$ cat src/rtl/vcu_pkg.sv
// Shared types for the vector control unit: opcode classes, FSM states and the
// bundled decode control word.
package vcu_pkg;

    typedef enum logic [2:0] {
        OP_ALU  = 3'b000,
        OP_ALUI = 3'b001,
        OP_LDR  = 3'b010,
        OP_STR  = 3'b011,
        OP_B    = 3'b100,
        OP_VALU = 3'b101,
        OP_VLDR = 3'b110,
        OP_VSTR = 3'b111
    } opcode_e;

    typedef enum logic {
        IDLE = 1'b0,
        VRUN = 1'b1
    } vcu_state_e;

    localparam logic [1:0] IMM_DP     = 2'b00;
    localparam logic [1:0] IMM_MEM    = 2'b01;
    localparam logic [1:0] IMM_BR     = 2'b10;
    localparam logic [1:0] REGSRC_DP  = 2'b00;
    localparam logic [1:0] REGSRC_BR  = 2'b01;
    localparam logic [1:0] REGSRC_STR = 2'b10;

    typedef struct packed {
        logic       reg_write;
        logic       mem_to_reg;
        logic       mem_write;
        logic [2:0] alu_control;
        logic       alu_sel;
        logic       branch;
        logic       alu_src;
        logic [1:0] flag_write;
        logic [1:0] imm_src;
        logic [1:0] reg_src;
    } ctrl_t;

    localparam ctrl_t CTRL_NONE = '0;

    function automatic logic is_vector(opcode_e op);
        return op inside {OP_VALU, OP_VLDR, OP_VSTR};
    endfunction

endpackage

$ cat src/rtl/vcu_decoder.sv
// Purely combinational Opcode/Func -> control-word decode, shared by the live
// and the latched (in-flight vector) instruction paths.
module vcu_decoder
    import vcu_pkg::*;
(
    input  opcode_e    opcode,
    input  logic [2:0] func,
    output ctrl_t      ctrl
);

    always_comb begin
        ctrl = CTRL_NONE;
        case (opcode)
            OP_ALU, OP_VALU: begin
                ctrl.reg_write   = 1'b1;
                ctrl.alu_control = func;
                ctrl.flag_write  = 2'b11;
            end
            OP_ALUI: begin
                ctrl.reg_write   = 1'b1;
                ctrl.alu_control = func;
                ctrl.flag_write  = 2'b11;
                ctrl.alu_src     = 1'b1;
                ctrl.imm_src     = IMM_DP;
            end
            OP_LDR, OP_VLDR: begin
                ctrl.reg_write  = 1'b1;
                ctrl.mem_to_reg = 1'b1;
                ctrl.alu_src    = 1'b1;
                ctrl.imm_src    = IMM_MEM;
            end
            OP_STR, OP_VSTR: begin
                ctrl.mem_write = 1'b1;
                ctrl.alu_src   = 1'b1;
                ctrl.imm_src   = IMM_MEM;
                ctrl.reg_src   = REGSRC_STR;
            end
            OP_B: begin
                ctrl.branch  = 1'b1;
                ctrl.alu_src = 1'b1;
                ctrl.imm_src = IMM_BR;
                ctrl.reg_src = REGSRC_BR;
            end
            default: ctrl = CTRL_NONE;
        endcase
        // Vector classes reuse the scalar decode but run on the lane ALU and never touch flags.
        if (is_vector(opcode)) begin
            ctrl.alu_sel    = 1'b1;
            ctrl.flag_write = 2'b00;
        end
    end

endmodule

$ cat src/rtl/vector_control_unit.sv
// Decode-stage control unit that sequences vector ops over VLEN/LANE_W chunks.
// Optional macro VCU_PERF_CNT_EN adds StallCycles/VecInstrs performance counters.
module vector_control_unit
    import vcu_pkg::*;
#(
    parameter  int VLEN   = 128,
    parameter  int LANE_W = 32,
    parameter  int RD_W   = 4,
    parameter  int PC_REG = 15,
    localparam int CHUNKS = VLEN / LANE_W,
    localparam int CW     = (CHUNKS > 1) ? $clog2(CHUNKS) : 1
) (
    input  logic            clk,
    input  logic            rst_n,
    input  logic            InstrValid,
    input  logic [2:0]      Opcode,
    input  logic [2:0]      Func,
    input  logic [RD_W-1:0] Rd,
    input  logic            Hold,
    input  logic            Flush,
    output logic            PCSrc,
    output logic            RegWrite,
    output logic            MemtoReg,
    output logic            MemWrite,
    output logic [2:0]      ALUControl,
    output logic            ALUSel,
    output logic            Branch,
    output logic            ALUSrc,
    output logic [1:0]      FlagWrite,
    output logic [1:0]      ImmSrc,
    output logic [1:0]      RegSrc,
    output logic [CW-1:0]   ChunkIdx,
    output logic            Stuck,
    output vcu_state_e      dbg_state
`ifdef VCU_PERF_CNT_EN
    ,
    output logic [31:0]     StallCycles,
    output logic [31:0]     VecInstrs
`endif
);

    if (VLEN % LANE_W != 0) begin : g_bad_cfg
        $error("vector_control_unit: VLEN must be a multiple of LANE_W");
    end

    localparam logic [CW-1:0] LAST = CW'(CHUNKS - 1);

    vcu_state_e      state, state_next;
    logic [CW-1:0]   chunk, chunk_next;
    opcode_e         op_q;
    logic [2:0]      func_q;
    logic [RD_W-1:0] rd_q;
    logic            latch_en;

    opcode_e         op_sel;
    logic [2:0]      func_sel;
    logic [RD_W-1:0] rd_sel;
    ctrl_t           dec;
    ctrl_t           ctrl;
    logic            live_vec, entry, last_chunk, active;

    // While a vector op is in flight the decoder sees the latched instruction, not decode.
    assign op_sel     = (state == VRUN) ? op_q   : opcode_e'(Opcode);
    assign func_sel   = (state == VRUN) ? func_q : Func;
    assign rd_sel     = (state == VRUN) ? rd_q   : Rd;
    assign active     = (state == VRUN) || InstrValid;
    assign live_vec   = InstrValid && is_vector(opcode_e'(Opcode));
    assign entry      = (state == IDLE) && live_vec && (CHUNKS > 1) && !Flush;
    assign last_chunk = (chunk == LAST);

    vcu_decoder u_decoder (
        .opcode (op_sel),
        .func   (func_sel),
        .ctrl   (dec)
    );

    always_ff @(posedge clk or negedge rst_n) begin
        if (!rst_n) begin
            state  <= IDLE;
            chunk  <= '0;
            op_q   <= OP_ALU;
            func_q <= '0;
            rd_q   <= '0;
        end else begin
            state <= state_next;
            chunk <= chunk_next;
            if (latch_en) begin
                op_q   <= opcode_e'(Opcode);
                func_q <= Func;
                rd_q   <= Rd;
            end
        end
    end

    always_comb begin
        state_next = state;
        chunk_next = chunk;
        latch_en   = 1'b0;
        case (state)
            IDLE: begin
                if (entry && !Hold) begin
                    state_next = VRUN;
                    chunk_next = CW'(1);
                    latch_en   = 1'b1;
                end
            end
            VRUN: begin
                if (Flush) begin
                    state_next = IDLE;
                    chunk_next = '0;
                end else if (!Hold) begin
                    if (last_chunk) begin
                        state_next = IDLE;
                        chunk_next = '0;
                    end else begin
                        chunk_next = chunk + 1'b1;
                    end
                end
            end
            default: begin
                state_next = IDLE;
                chunk_next = '0;
            end
        endcase
    end

    always_comb begin
        ctrl       = active ? dec : CTRL_NONE;
        RegWrite   = ctrl.reg_write && !Hold && !Flush;
        MemWrite   = ctrl.mem_write && !Hold && !Flush;
        MemtoReg   = ctrl.mem_to_reg;
        ALUControl = ctrl.alu_control;
        ALUSel     = ctrl.alu_sel;
        Branch     = ctrl.branch;
        ALUSrc     = ctrl.alu_src;
        FlagWrite  = ctrl.flag_write;
        ImmSrc     = ctrl.imm_src;
        RegSrc     = ctrl.reg_src;
        // The redirect is judged on the decoded write, so a held PC write still redirects.
        PCSrc      = !ctrl.alu_sel && !Flush &&
                     (ctrl.branch || (ctrl.reg_write && rd_sel == RD_W'(PC_REG)));
        ChunkIdx   = chunk;
        Stuck      = entry || ((state == VRUN) && (!last_chunk || Hold));
        dbg_state  = state;
    end

`ifdef VCU_PERF_CNT_EN
    logic vec_done;
    assign vec_done = !Flush && !Hold &&
                      (((state == VRUN) && last_chunk) || ((CHUNKS == 1) && live_vec));

    always_ff @(posedge clk or negedge rst_n) begin
        if (!rst_n) begin
            StallCycles <= '0;
            VecInstrs   <= '0;
        end else begin
            if (Stuck)    StallCycles <= StallCycles + 32'd1;
            if (vec_done) VecInstrs   <= VecInstrs + 32'd1;
        end
    end
`endif

endmodule

$ cat config.mk
export PLATFORM = sky130hd
export DESIGN_NAME = vector_control_unit
export DESIGN_NICKNAME = d
export VERILOG_FILES = /design/src/rtl/vcu_pkg.sv /design/src/rtl/vcu_decoder.sv /design/src/rtl/vector_control_unit.sv
export SDC_FILE = /design/constraint.sdc
export NUM_CORES = 1
export LEC_CHECK = 0
export ABC_AREA = 0
export CAP_MARGIN = 20
export CELL_PAD_IN_SITES_DETAIL_PLACEMENT = 0
export CELL_PAD_IN_SITES_GLOBAL_PLACEMENT = 1
export CORE_ASPECT_RATIO = 0.7
export CORE_MARGIN = 4
export CORE_UTILIZATION = 33
export DETAILED_ROUTE_END_ITERATION = 16
export PLACE_DENSITY_LB_ADDON = 0.1
export SLEW_MARGIN = 20
export SYNTH_ARGS = -nofsm -noshare
export SYNTH_HDL_FRONTEND = slang
export SYNTH_SLANG_ARGS = --single-unit
$ cat constraint.sdc
create_clock -name clk -period 3.1 [get_ports clk]
set_input_delay 0.62 -clock clk [delete_from_list [all_inputs] [get_ports clk]]
set_output_delay 0.62 -clock clk [all_outputs]
set_load 0.01 [all_outputs]
==> flow_summary.toml <==
[yosys]
ys_seq_elements = 13
synthDistinctLibCells = 32
yosys_warnings = 0
synth-async-reset-ratio_pct = 100
netlist_area_um2 = 857
synth_area_leader_cell = "dfrtp_1"
yosysSeqAreaShare_pct = 38.0
synth_top_flop_cell = "dfrtp_1"
synth_edf_count = 0
yosys.cell_count.top_type = "dfrtp_1"
netlist_top_cells_area = "dfrtp_1 38%, mux2_4 14%, nor2_1 4.8%"
avgSynthCellArea_um2 = 10.1
synth_top_area_share_pct = 38.0
synth.net_count = 101
syn_inst = 85
synth_common_cells = "13 x dfrtp_1, 11 x nor2_1, 8 x mux2_4"

[floorplanning]
die_h_um = 50.6
die_x_um = 68.9
die_area_um2 = 3490
rows = 15
top_level_ports = 35
start_util_pct = 34.6
core_area_um2 = 2480

[place]
place_hpwl_um = 1720
placedCellCount = 152
place_area_um2 = 1230
gp_congestion = 0.752
io_buffer_count = 34

[sta]
fin_setup_tns_ns = 0
max_slew_margin_pct = 62.3
finalSetupViolCount = 0
whs_ns = 0.492
report.final.slew_viol_count = 0
finalHoldViolCount = 0
grt_setup_unrepaired = "false"
min_period_ns = 2.94
period_share_pct = 94.7
skew_ns = 0.00499
max_freq_mhz = 341
worstMarginPinSlew_ns = 0.564

[drt]
drc = 0
first_iter_violations = 23
dr_total_vias = 777
antenna_left = 0
via_per_inst = 4.98
wl_per_cell_um = 13.8
routed_wl_um = 2150
dr.pass1.iters = 5

[global_route]
gr-usage-met2_pct = 20.4
grt_pass1_wl_um = 3570
grtUsageMet1_pct = 19.3
grt_pass1_vias = 772
grt_max_degree = 14
grt_overflow = 0
grt_usage_pct = 13.7
top_usage_layer = "met2"
antenna_found_initial = 0
grt_use_met3_pct = 5.15

[power]
p_leak_nw = 0.521
ir_drop_uv = 231
clockPowerShare_pct = 25.9
internal-power_mw = 0.414
p_sw_share_pct = 27.5
seq_power_share_pct = 41.2
power.density_nw_per_um2 = 444
pwr-share-comb_pct = 32.9
p_switching_mw = 0.157

[clock_network]
clockRootBuffer = "clkbuf_8"
insertion_delay_ns = 0.24
cts_tree = "built"
h-tree-depth = 1
cts.path.max_buffers = 2
holdBufCountCts = 0
clock_sinks = 13
path_clk_slew_ns = 0.06
cts_buffers = 3

[run_status]
outcome = "completed"

[finish]
diodes = 0
stdcell_area_um2 = 1290
drive_gt1_share_pct = 18.9
fin_cells = 156
syn2layout_area_growth_pct = 50.2
n_fill_cell = 245
nets = 139

[flow_run]
drv_cap = 0

[setup_path]
cp-start-kind = "primary input"
critPathArrivalTime_ns = 2.32
endpoint_kind = "output pin"
crit_required_ns = 2.48
cp_max_fo = 11
crit_type = "primary input to output pin"

[worst_hold_path]
min_path_type = "register to register"
-- layout make-up --
type / instances / area [µm²] / area share, %
multi-input combinational: 64 / 489 / 38.0
inverter: 2 / 7.51 / 0.583
tap: 34 / 42.5 / 3.30
clock buffer: 4 / 45.0 / 3.50
timing repair buffer: 39 / 378 / 29.3
sequential: 13 / 325 / 25.3
-- cells by family after synthesis --
group	after synthesis	synth area share (%)
AOI/OAI and AO/OA	21	16.8
adders and majority gates	1	1.46
buffers and inverters	8	5.99
DFF	13	38.0
muxes	14	21.5
and+or+nand+nor	28	16.4
-- sequential cells by signal, summed over array words and instances (netlist names) --
name       count
ChunkIdx       2
dbg_state      1
rd_q           4
func_q         3
op_q           3
-- placed cells by master, fill, tap and decap left out --
cell type	synthesis	layout
a21oi_1	1	1
nand2_1	5	5
mux2i_2	0	1
o211a_1	1	1
o21ba_2	1	1
buf_4	3	5
nor2_1	11	11
mux2_4	8	8
o22ai_1	1	1
a22oi_1	3	3
ha_1	1	1
a211oi_1	1	1
or2_2	1	1
clkbuf_8	0	3
clkbuf_1	0	1
dfrtp_1	13	13
inv_1	2	2
nor3_2	0	1
a31oi_1	3	3
o22a_1	1	1
and3b_1	1	1
nand3_1	1	1
clkdlybuf4s50_1	0	34
and4bb_1	1	1
nor3_1	2	1
nand4_1	2	2
mux2i_1	3	2
o221ai_1	2	2
o21ai_0	5	5
nand2b_1	2	2
o211ai_1	1	1
nor2b_1	1	1
and2_1	1	1
mux2_2	3	3
o21ai_1	1	1
-- worst max-delay path, stage by stage --
cell and delay, ns:
clkdlybuf4s50_1 0.48, mux2i_1 0.16, buf_4 0.19, o21ai_0 0.14, nor2_1 0.15, clkdlybuf4s50_1 0.56
-- metal layers --
metal	routed length, µm	vias up	share of wire, %
li1	-	387	-
met1	1070	369	50
met2	972	21	45
met3	99	0	4.6
met4	0	0	0
met5	0	-	0
-- final timing paths --
kind / from / end / slack (ns) / cells past startpoint
max: Opcode[1] / FlagWrite[0] / 0.16 / 6
min: op_q[2] / op_q[2] / 0.49 / 1
max reg2reg: dbg_state / rd_q[2] / 1.13 / 4
min reg2reg: op_q[2] / op_q[2] / 0.49 / 1
max in group asynchronous: rst_n / ChunkIdx[0] / 1.98 / 1
min in group asynchronous: rst_n / func_q[1] / 0.74 / 1
-- timing repair --
item,in CTS,in global routing
gates resized for setup,0,2
endpoints found under the setup margin,0,5
setup buffers,0,0
-- power groups by stage --
stage	registers, mW	clock network, mW	logic [mW]
6_report	0.235	0.148	0.188
3_5_place_dp	0.238	0	0.187
5_1_grt	0.242	0.163	0.206
4_1_cts	0.236	0.151	0.189
3_3_place_gp	0.236	0	0.185
2_1_floorplan	0.234	0	0.104
-- through the flow --
stage / setup slack, ns / utilization, % / total power, mW
detailed placement: 0.0848 / 49.8 / 0.426
finish: 0.164 / 52.0 / 0.571
floorplan: 1.00 / - / 0.338
global route: 0.0284 / 52.0 / 0.611
global placement: 0.0662 / 49.8 / 0.421
CTS: 0.0765 / 51.6 / 0.576
Power figures use the tool's default switching activity.
